[src/rtl/piso_shift_tx_if.sv]
// Load handshake and serial output bundle for piso_shift_tx.
// The master drives the load/strobe side and the slave serialises.
interface piso_shift_tx_if #(
    parameter int unsigned WIDTH = 4
);
    logic             i_load_valid;
    logic [WIDTH-1:0] i_load_data;
    logic             o_load_ready;
    logic             i_shift_en;
    logic             o_data;
    logic             o_sof;
    logic             o_busy;

    modport master (
        output i_load_valid,
        output i_load_data,
        output i_shift_en,
        input  o_load_ready,
        input  o_data,
        input  o_sof,
        input  o_busy
    );

    modport slave (
        input  i_load_valid,
        input  i_load_data,
        input  i_shift_en,
        output o_load_ready,
        output o_data,
        output o_sof,
        output o_busy
    );
endinterface

[src/rtl/piso_shift_tx.sv]
// Parallel-in/serial-out transmitter with a one-word holding buffer so that
// consecutive words leave the shift register with no idle bit between them.
module piso_shift_tx #(
    parameter int unsigned WIDTH     = 4,
    parameter bit          LSB_FIRST = 1'b0
) (
    input  logic           CLK,
    input  logic           RST,
    piso_shift_tx_if.slave bus
);

    localparam int unsigned       CntW    = $clog2(WIDTH);
    localparam logic [CntW-1:0]   CntLast = CntW'(WIDTH - 1);

    typedef enum logic {
        StIdle,
        StShift
    } state_e;

    state_e           state_q, state_d;
    logic [WIDTH-1:0] buf_q, buf_d;
    logic             buf_valid_q, buf_valid_d;
    logic [WIDTH-1:0] sreg_q, sreg_d;
    logic [CntW-1:0]  cnt_q, cnt_d;

    logic             data_q;
    logic             sof_q;
    logic             busy_q;
    logic             ready_q;

    logic             handshake;
    logic             drain;
    logic [WIDTH-1:0] sreg_shifted;

    function automatic logic out_bit(input logic [WIDTH-1:0] r);
        return LSB_FIRST ? r[0] : r[WIDTH-1];
    endfunction

    // Shift toward whichever end drives the serial output.
    assign sreg_shifted = LSB_FIRST ? {1'b0, sreg_q[WIDTH-1:1]}
                                    : {sreg_q[WIDTH-2:0], 1'b0};

    always_comb begin
        handshake   = bus.i_load_valid & ready_q;
        drain       = 1'b0;
        state_d     = state_q;
        buf_d       = buf_q;
        buf_valid_d = buf_valid_q;
        sreg_d      = sreg_q;
        cnt_d       = cnt_q;

        case (state_q)
            StIdle: begin
                if (buf_valid_q) begin
                    drain   = 1'b1;
                    sreg_d  = buf_q;
                    cnt_d   = '0;
                    state_d = StShift;
                end
            end
            StShift: begin
                if (bus.i_shift_en) begin
                    if (cnt_q == CntLast) begin
                        if (buf_valid_q) begin
                            drain  = 1'b1;
                            sreg_d = buf_q;
                            cnt_d  = '0;
                        end else begin
                            state_d = StIdle;
                        end
                    end else begin
                        sreg_d = sreg_shifted;
                        cnt_d  = cnt_q + CntW'(1);
                    end
                end
            end
            default: state_d = StIdle;
        endcase

        // Ready is low whenever the buffer is full, so drain and handshake
        // never coincide.
        if (drain) begin
            buf_valid_d = 1'b0;
        end
        if (handshake) begin
            buf_d       = bus.i_load_data;
            buf_valid_d = 1'b1;
        end
    end

    // Outputs are registered from next-state so they track the current state
    // without any combinational path from the inputs.
    always_ff @(posedge CLK) begin
        if (RST) begin
            state_q     <= StIdle;
            buf_valid_q <= 1'b0;
            sreg_q      <= '0;
            cnt_q       <= '0;
            data_q      <= 1'b0;
            sof_q       <= 1'b0;
            busy_q      <= 1'b0;
            ready_q     <= 1'b1;
        end else begin
            state_q     <= state_d;
            buf_q       <= buf_d;
            buf_valid_q <= buf_valid_d;
            sreg_q      <= sreg_d;
            cnt_q       <= cnt_d;
            data_q      <= (state_d == StShift) ? out_bit(sreg_d) : 1'b0;
            sof_q       <= (state_d == StShift) && (cnt_d == '0);
            busy_q      <= (state_d == StShift);
            ready_q     <= ~buf_valid_d;
        end
    end

    assign bus.o_data       = data_q;
    assign bus.o_sof        = sof_q;
    assign bus.o_busy       = busy_q;
    assign bus.o_load_ready = ready_q;

endmodule
[src/flat_wrapper.sv]
// flat-port wrapper written by rule: the top's interface ports become plain ports
module piso_shift_tx_flat 
#(
    parameter int unsigned WIDTH     = 4,
    parameter bit          LSB_FIRST = 1'b0
)
  (CLK, RST, bus_i_load_valid, bus_i_load_data, bus_i_shift_en, bus_o_load_ready, bus_o_data, bus_o_sof, bus_o_busy);
  piso_shift_tx_if #(.WIDTH(WIDTH)) bus_i ();
  input  logic CLK;
  input  logic RST;
  input wire logic [$bits(bus_i.i_load_valid)-1:0] bus_i_load_valid;
  input wire logic [$bits(bus_i.i_load_data)-1:0] bus_i_load_data;
  input wire logic [$bits(bus_i.i_shift_en)-1:0] bus_i_shift_en;
  output wire logic [$bits(bus_i.o_load_ready)-1:0] bus_o_load_ready;
  output wire logic [$bits(bus_i.o_data)-1:0] bus_o_data;
  output wire logic [$bits(bus_i.o_sof)-1:0] bus_o_sof;
  output wire logic [$bits(bus_i.o_busy)-1:0] bus_o_busy;
  assign bus_i.i_load_valid = bus_i_load_valid;
  assign bus_i.i_load_data = bus_i_load_data;
  assign bus_i.i_shift_en = bus_i_shift_en;
  assign bus_o_load_ready = bus_i.o_load_ready;
  assign bus_o_data = bus_i.o_data;
  assign bus_o_sof = bus_i.o_sof;
  assign bus_o_busy = bus_i.o_busy;
  piso_shift_tx #(.WIDTH(WIDTH), .LSB_FIRST(LSB_FIRST)) u_core (.CLK(CLK), .RST(RST), .bus(bus_i));
endmodule
[config.mk]
export PLATFORM = sky130hd
export DESIGN_NAME = piso_shift_tx_flat
export DESIGN_NICKNAME = d
export VERILOG_FILES = /design/src/rtl/piso_shift_tx_if.sv /design/src/rtl/piso_shift_tx.sv /design/src/flat_wrapper.sv
export SDC_FILE = /design/constraint.sdc
export NUM_CORES = 1
export LEC_CHECK = 0
export ABC_AREA = 1
export CAP_MARGIN = 20
export CORE_MARGIN = 1
export CORE_UTILIZATION = 35
export CTS_BUF_LIST = sky130_fd_sc_hd__clkbuf_4 sky130_fd_sc_hd__clkbuf_8 sky130_fd_sc_hd__clkbuf_16
export DETAILED_ROUTE_END_ITERATION = 16
export PLACE_DENSITY_LB_ADDON = 0.25
export RECOVER_POWER = 50
export SLEW_MARGIN = 40
export SYNTH_ARGS = -nofsm -noshare
export SYNTH_HDL_FRONTEND = slang
export SYNTH_SLANG_ARGS = --single-unit
[constraint.sdc]
create_clock -name CLK -period 1.1 [get_ports CLK]
set_input_delay 0.22 -clock CLK [delete_from_list [all_inputs] [get_ports CLK]]
set_output_delay 0.22 -clock CLK [all_outputs]
set_load 0.005 [all_outputs]
==> results.sh, run 1 <==
export IMPL_leakagePower_nw=0.478
export IMPL_placed_cells=139
export IMPL_clock_skew_ns=0.00288
export IMPL_grt_setup_unrepaired="true"
export IMPL_yosysWarnings=0
export IMPL_fmaxAchievable_mhz=908
export IMPL_synthTopCellsByArea="sky130_fd_sc_hd__dfxtp_1 28%, sky130_fd_sc_hd__edfxtp_1 15%, sky130_fd_sc_hd__nand2_1 13%"
export IMPL_failed_checks="setup timing"
export IMPL_fp_coreArea_um2=2040
export IMPL_route_detailed_vias_per_inst=4.57
export IMPL_worstSetupEndpointType="flip-flop"
export IMPL_syn_inst=95
export IMPL_cells_along_the_critical_path="ha_4 > or2_4 > nand3b_4 > nand2_2 > nor2_2"
export IMPL_grt_use_total=0.134
export IMPL_clk_pin_slew_ns=0.09
export IMPL_io_pin_count=12
export IMPL_worst_skew_pair_late_latency_ns=0.29
export IMPL_drc_errors=0
export IMPL_slowest_stage="sky130_fd_sc_hd__dfxtp_4"
export IMPL_antenna_cells=0
export IMPL_placement_rows=16
export IMPL_syn_num_nets=105
export IMPL_post_route_period_util=1.00
export IMPL_post_synth_edffs=4
export IMPL_critPathBufInv=0
export IMPL_dr_pass1_iters=4
export IMPL_vdd_ir_drop_max_mv=0.692
export IMPL_critPathArrivalTime_ns=1.34
export IMPL_async_reset_ff_frac=0
export IMPL_area_occupied_by_multi_input_gates_um2=395
export IMPL_path_delay_family="simple AND/OR/NAND/NOR gates"
export IMPL_pwr_density_cell_nw_per_um2=1110
export IMPL_cts_sinks=15
export IMPL_post_route_cells_drive_above_1_share=0.385
export IMPL_syn_to_final_growth_pct=33.5
export IMPL_synth_top_area_cell="sky130_fd_sc_hd__dfxtp_1"
export IMPL_final_net_count=128
export IMPL_wp_data_required_ns=1.33
export IMPL_die_h_um=49.3
export IMPL_first_global_vias=583
export IMPL_setup_viol=1
export IMPL_max_cap_viols=0
export IMPL_synth_common_cells="28 x sky130_fd_sc_hd__nand2_1, 11 x sky130_fd_sc_hd__dfxtp_1, 7 x sky130_fd_sc_hd__inv_1, 6 x sky130_fd_sc_hd__nor2_1, 5 x sky130_fd_sc_hd__inv_2"
export IMPL_syn_area_um2=783
export IMPL_synth_flop_cell="sky130_fd_sc_hd__dfxtp_1"
export IMPL_hold_path_class="in -> reg"
export IMPL_final_hold_violation_count=0
export IMPL_grt_antenna_before_repair=0
export IMPL_path_class="reg -> reg"
export IMPL_floorplan_initialDensity=0.384
export IMPL_synth_top_area_share=0.281
export IMPL_period_needed_ns=1.10
export IMPL_worst_path_max_fanout=3
export IMPL_status="complete, but fails checks"
export IMPL_cts_buffers=3
export IMPL_clock_root_buffer="sky130_fd_sc_hd__clkbuf_4"
export IMPL_setup_total_negative_slack_ns=-0.00154
export IMPL_dr_first_iter_drc_count=11
export IMPL_final_power_mw=1.16
export IMPL_routabilityCongestion=0.763
export IMPL_final_count_of_pins_violating_max_slew=0
export IMPL_wirelength_um=1490
export IMPL_die_area_um2=2430
export IMPL_holdBufCountCts=0
export IMPL_first_pass_grt_wire_length_um=2440
export IMPL_place_port_buffers=11
export IMPL_worstMarginPinSlew_ns=0.237
export IMPL_max_slew_margin=0.841
export IMPL_vias=658
export IMPL_average_wire_per_standard_cell_um=10.4
export IMPL_final_setup_worst_slack_ns=-0.00154
export IMPL_min_delay_path_depth=4
export IMPL_cts_buffer_depth=2
export IMPL_synth_area_per_cell_um2=8.24
export IMPL_htree_levels=1
export IMPL_synth_ff_latch_count=15
export IMPL_critical_path_startpoint_type="flip-flop"
export IMPL_grt_ovfl_total=0
export IMPL_cp_num_cells=5
export IMPL_final_cells=144
export IMPL_post_dp_hpwl_um=1090
export IMPL_area_sequential_um2=350
export IMPL_drt_antenna_violating_nets=0
export IMPL_worstRegToRegCells=5
export IMPL_fillerInstances=205
export IMPL_yosysMostFrequentCell="sky130_fd_sc_hd__nand2_1"
export IMPL_yosysUniqueCellTypes=23
export IMPL_timing_hold_ws_ns=0.413
export IMPL_maximum_number_of_pins_on_one_net_before_global_route_repair=12
export IMPL_critical_path_max_stage_delay_ns=0.38
export IMPL_seq_area_frac_synth=0.435
export IMPL_tritoncts="yes"
export IMPL_fp_dieW_um=49.3
registers in the layout, indices dropped and copies added, names as in the netlist:
signal	count
u_core.cnt_q	2
u_core.state_q	1
u_core.sreg_q	4
u_core.bus.o_sof	1
u_core.buf_valid_q	1
u_core.bus.o_data	1
u_core.buf_q	4
u_core.bus.o_load_ready	1
worst min-delay path, stage by stage:
cell	delay [ns]
sky130_fd_sc_hd__dlymetal6s2s_1	0.19
sky130_fd_sc_hd__inv_4	0.09
sky130_fd_sc_hd__nor2_1	0.07
sky130_fd_sc_hd__nor2_4	0.10
kinds of logic after synthesis:
| logic type | Yosys count | synth area share |
|---|---|---|
| compound gates | 9 | 0.0863 |
| fa+ha+maj | 2 | 0.0319 |
| buf+inv | 17 | 0.117 |
| flops | 15 | 0.435 |
| simple gates | 52 | 0.331 |
through the flow:
stage          cell area, um^2   util  setup WS, ns
4_1_cts                   1000  0.490       -0.0343
3_3_place_gp               966  0.473        -0.261
3_5_place_dp               966  0.473        -0.277
6_report                  1050  0.512      -0.00154
2_1_floorplan              788      -       0.00366
5_1_grt                   1050  0.512       -0.0520
per-layer routing:
metal | up-vias | share of wire | global-route usage
met3 | 4 | 0.052 | 0.0280
met2 | 21 | 0.49 | 0.219
met1 | 292 | 0.44 | 0.163
li1 | 341 | - | -
met4 | 0 | 0.017 | 0.0735
met5 | - | 0 | 0
path summary, 6_finish.rpt:
| check | from | end | slack, ns |
|---|---|---|---|
| worst min register to register | u_core.sreg_q[0] | u_core.sreg_q[0] | 0.50 |
| worst min-delay path | bus_i_shift_en | u_core.state_q | 0.41 |
| worst max-delay path | u_core.cnt_q[0] | u_core.bus.o_sof | -0.002 |
| worst max register to register | u_core.cnt_q[0] | u_core.bus.o_sof | -0.002 |
power breakdown:
part | internal (mW) | total (mW) | switching [mW]
Sequential | 0.599 | 0.617 | 0.0184
Clock | 0.135 | 0.318 | 0.183
Combinational | 0.105 | 0.225 | 0.120
what timing repair did:
action	in CTS	in global routing
resized for setup	8	15
setup endpoints to repair	7	12
pin swaps	5	5
gates cloned	0	0
buffers inserted	1	0
cells in the final DEF (no fill, tap or decap), drive strengths merged:
cell type,count
nand3,4
clkdlybuf4s15,1
nand4,3
dlygate4sd2,2
clkbuf,5
or2,1
nand3b,1
a21oi,4
clkinv,1
nor2,11
buf,9
edfxtp,4
clkdlybuf4s50,2
dlygate4sd3,4
ha,2
o21ai,4
dlymetal6s2s,1
inv,14
nand2,32
dfxtp,11
a31oi,1
layout make-up:
type / count / area share
multi-input combinational: 63 / 0.378
sequential: 15 / 0.335
timing repair buffer: 21 / 0.173
inverter: 14 / 0.0550
tap: 27 / 0.0323
clock buffer: 3 / 0.0215
clock inverter: 1 / 0.00478
(Power assumes the default switching activity.)
==> run 2: changes to the inputs <==
--- a/config.mk
+++ b/config.mk
@@ -8,7 +8,7 @@
 export ABC_AREA = 1
 export CAP_MARGIN = 20
 export CORE_MARGIN = 1
-export CORE_UTILIZATION = 35
+export CORE_UTILIZATION = 46
 export CTS_BUF_LIST = sky130_fd_sc_hd__clkbuf_4 sky130_fd_sc_hd__clkbuf_8 sky130_fd_sc_hd__clkbuf_16
 export DETAILED_ROUTE_END_ITERATION = 16
 export PLACE_DENSITY_LB_ADDON = 0.25
==> run 2 against run 1 <==
The flow still finishes with violations (setup timing). Power grew 2.4%. Combinational power grew 7%. Sequential share of layout area shrank 0.24 points. Maximum frequency shrank 1.5%. Die area shrank 23%. Via count grew 2.3%. Largest cell class unchanged. Non-clock buffer count is the same.
==> results.sh, run 2 (synthesized netlist as in run 1, its figures left out) <==
export IMPL_status="complete, but fails checks"
export IMPL_failed_checks="setup timing"
export IMPL_clk_pin_slew_ns=0.09
export IMPL_io_pin_count=12
export IMPL_final_util=0.681
export IMPL_min_delay_start="u_core.sreg_q[0]"
export IMPL_hold_path_class="reg -> reg"
export IMPL_rr_startpoint="u_core.cnt_q[0]"
export IMPL_pwr_density_cell_nw_per_um2=1130
export IMPL_worst_path_max_fanout=3
export IMPL_grt_use_total=0.167
export IMPL_dr_pass1_iters=4
export IMPL_worstSetupEndpointType="flip-flop"
export IMPL_launch_point_of_the_critical_path="u_core.cnt_q[0]"
export IMPL_r2r_slack_ns=-0.02
export IMPL_die_h_um=43.3
export IMPL_fraction_of_power_spent_switching_nets=0.262
export IMPL_share_of_total_power_in_sequential_cells=0.519
export IMPL_commonest_cells_after_routing_fill_and_taps_aside="26 x sky130_fd_sc_hd__nand2_1, 8 x sky130_fd_sc_hd__buf_4, 8 x sky130_fd_sc_hd__dfxtp_1"
export IMPL_clock_skew_ns=0.00534
export IMPL_period_needed_ns=1.12
export IMPL_placed_cells=129
export IMPL_final_setup_worst_slack_ns=-0.0181
export IMPL_path_class="reg -> reg"
export IMPL_routabilityCongestion=0.801
export IMPL_fillerInstances=136
export IMPL_fmaxAchievable_mhz=894
export IMPL_finalInstanceArea_um2=1050
export IMPL_switching_power_uw=311
export IMPL_average_wire_per_standard_cell_um=11.2
export IMPL_timing_hold_ws_ns=0.507
export IMPL_grt_setup_unrepaired="true"
export IMPL_clock_root_buffer="sky130_fd_sc_hd__clkbuf_4"
export IMPL_drc_errors=0
export IMPL_max_cap_viols=0
export IMPL_tritoncts="yes"
export IMPL_final_cells=133
export IMPL_route_detailed_vias_per_inst=5.06
export IMPL_cts_buffer_depth=2
export IMPL_max_slew_margin=0.851
export IMPL_area_occupied_by_multi_input_gates_um2=404
export IMPL_path_delay_family="simple AND/OR/NAND/NOR gates"
export IMPL_vdd_ir_drop_max_mv=0.794
export IMPL_critical_path_startpoint_type="flip-flop"
export IMPL_grt_antenna_before_repair=0
export IMPL_final_count_of_pins_violating_max_slew=0
export IMPL_antenna_cells=0
export IMPL_clkPwrFrac=0.279
export IMPL_layout_cells_most_common="sky130_fd_sc_hd__nand2_1"
export IMPL_placement_rows=14
export IMPL_syn_to_final_growth_pct=34.0
export IMPL_combinationalPowerShare=0.202
export IMPL_place_area_um2=972
export IMPL_cts_sinks=15
export IMPL_wirelength_um=1490
export IMPL_post_route_period_util=1.02
export IMPL_area_sequential_um2=349
export IMPL_cells_along_the_critical_path="ha_4 > or2_4 > nand3b_4 > nand2_2 > nor2_2"
export IMPL_die_area_um2=1870
export IMPL_drt_antenna_violating_nets=0
export IMPL_final_hold_violation_count=0
export IMPL_maximum_number_of_pins_on_one_net_before_global_route_repair=12
export IMPL_final_net_count=128
export IMPL_floorplan_initialDensity=0.508
export IMPL_place_port_buffers=11
export IMPL_vias=673
export IMPL_cell_internal_pwr_uw=878
export IMPL_setup_viol=1
export IMPL_post_route_cells_drive_above_1_share=0.376
export IMPL_biggestRegsByFlops="u_core.buf_q: 4 flops, u_core.sreg_q: 4 flops, u_core.cnt_q: 2 flops"
export IMPL_first_pass_grt_wire_length_um=2300
export IMPL_critPathBufInv=0
export IMPL_dr_first_iter_drc_count=11
export IMPL_grt_ovfl_total=0
export IMPL_critical_path_max_stage_delay_ns=0.37
export IMPL_leakagePower_nw=0.475
export IMPL_first_global_vias=612
export IMPL_fp_coreArea_um2=1540
export IMPL_critPathArrivalTime_ns=1.34
export IMPL_wp_data_required_ns=1.33
export IMPL_fp_dieW_um=43.3
export IMPL_worst_skew_pair_late_latency_ns=0.28
export IMPL_cts_buffers=3
export IMPL_worstMarginPinSlew_ns=0.221
export IMPL_slowest_stage="sky130_fd_sc_hd__dfxtp_4"
export IMPL_htree_levels=1
export IMPL_post_dp_hpwl_um=1100
==> run 2: cell count changes in the layout (fill, tap and decap cells not counted), sizes merged <==
cell and delta:
clkinv -1, clkdlybuf4s15 -1, dlymetal6s2s -1, dlygate4sd2 +3
==> run 2: path summary, 6_finish.rpt <==
check | end | cells past startpoint
setup / recovery | u_core.bus.o_sof | 5
hold / removal | u_core.sreg_q[0] | 2
setup reg to reg | u_core.bus.o_sof | 5
hold reg to reg | u_core.sreg_q[0] | 2
==> run 2: metrics by stage <==
step	worst slack [ns]	setup TNS [ns]	power [mW]
6_report	-0.0181	-0.0181	1.19
3_5_place_dp	-0.291	-3.18	0.863
5_1_grt	-0.0381	-0.107	1.25
3_3_place_gp	-0.259	-2.77	0.857
2_1_floorplan	0.00366	0	0.768
4_1_cts	-0.0400	-0.0422	1.19
==> run 2: metal layers <==
layer  GRT usage  wire length [um]  up-vias
met1       0.186               640      303
met5           0                 0        -
met2       0.316               746       22
met4      0.0545                33        0
li1            -                 -      344
met3      0.0255                65        4
==> run 2: power by group through the flow <==
| stage | Sequential, mW | Clock [mW] | Combinational [mW] |
|---|---|---|---|
| finish | 0.617 | 0.331 | 0.240 |
| detailed placement | 0.631 | 0 | 0.232 |
| global placement | 0.630 | 0 | 0.228 |
| global route | 0.621 | 0.360 | 0.265 |
| floorplan | 0.631 | 0 | 0.138 |
| CTS | 0.618 | 0.343 | 0.225 |
==> run 2: layout make-up <==
cell class | instances | share of cell area
clock buffer | 4 | 0.0286
multi-input combinational | 63 | 0.385
timing repair buffer | 21 | 0.180
sequential | 15 | 0.333
tap | 16 | 0.0191
inverter | 14 | 0.0548
==> run 2: timing repair <==
action | 4_1_cts | 5_1_grt
pin swaps | 4 | 3
endpoints found under the hold margin | 0 | 0
buffers inserted | 0 | 0
gates resized for setup | 8 | 12
setup endpoints to repair | 9 | 8
hold buffers | 0 | 0
==> run 2: tightest hold or removal path, cell delays in order (launching register included) <==
cell,delay [ns]
sky130_fd_sc_hd__dfxtp_1,0.34
sky130_fd_sc_hd__nand2_1,0.07
sky130_fd_sc_hd__a21oi_1,0.06
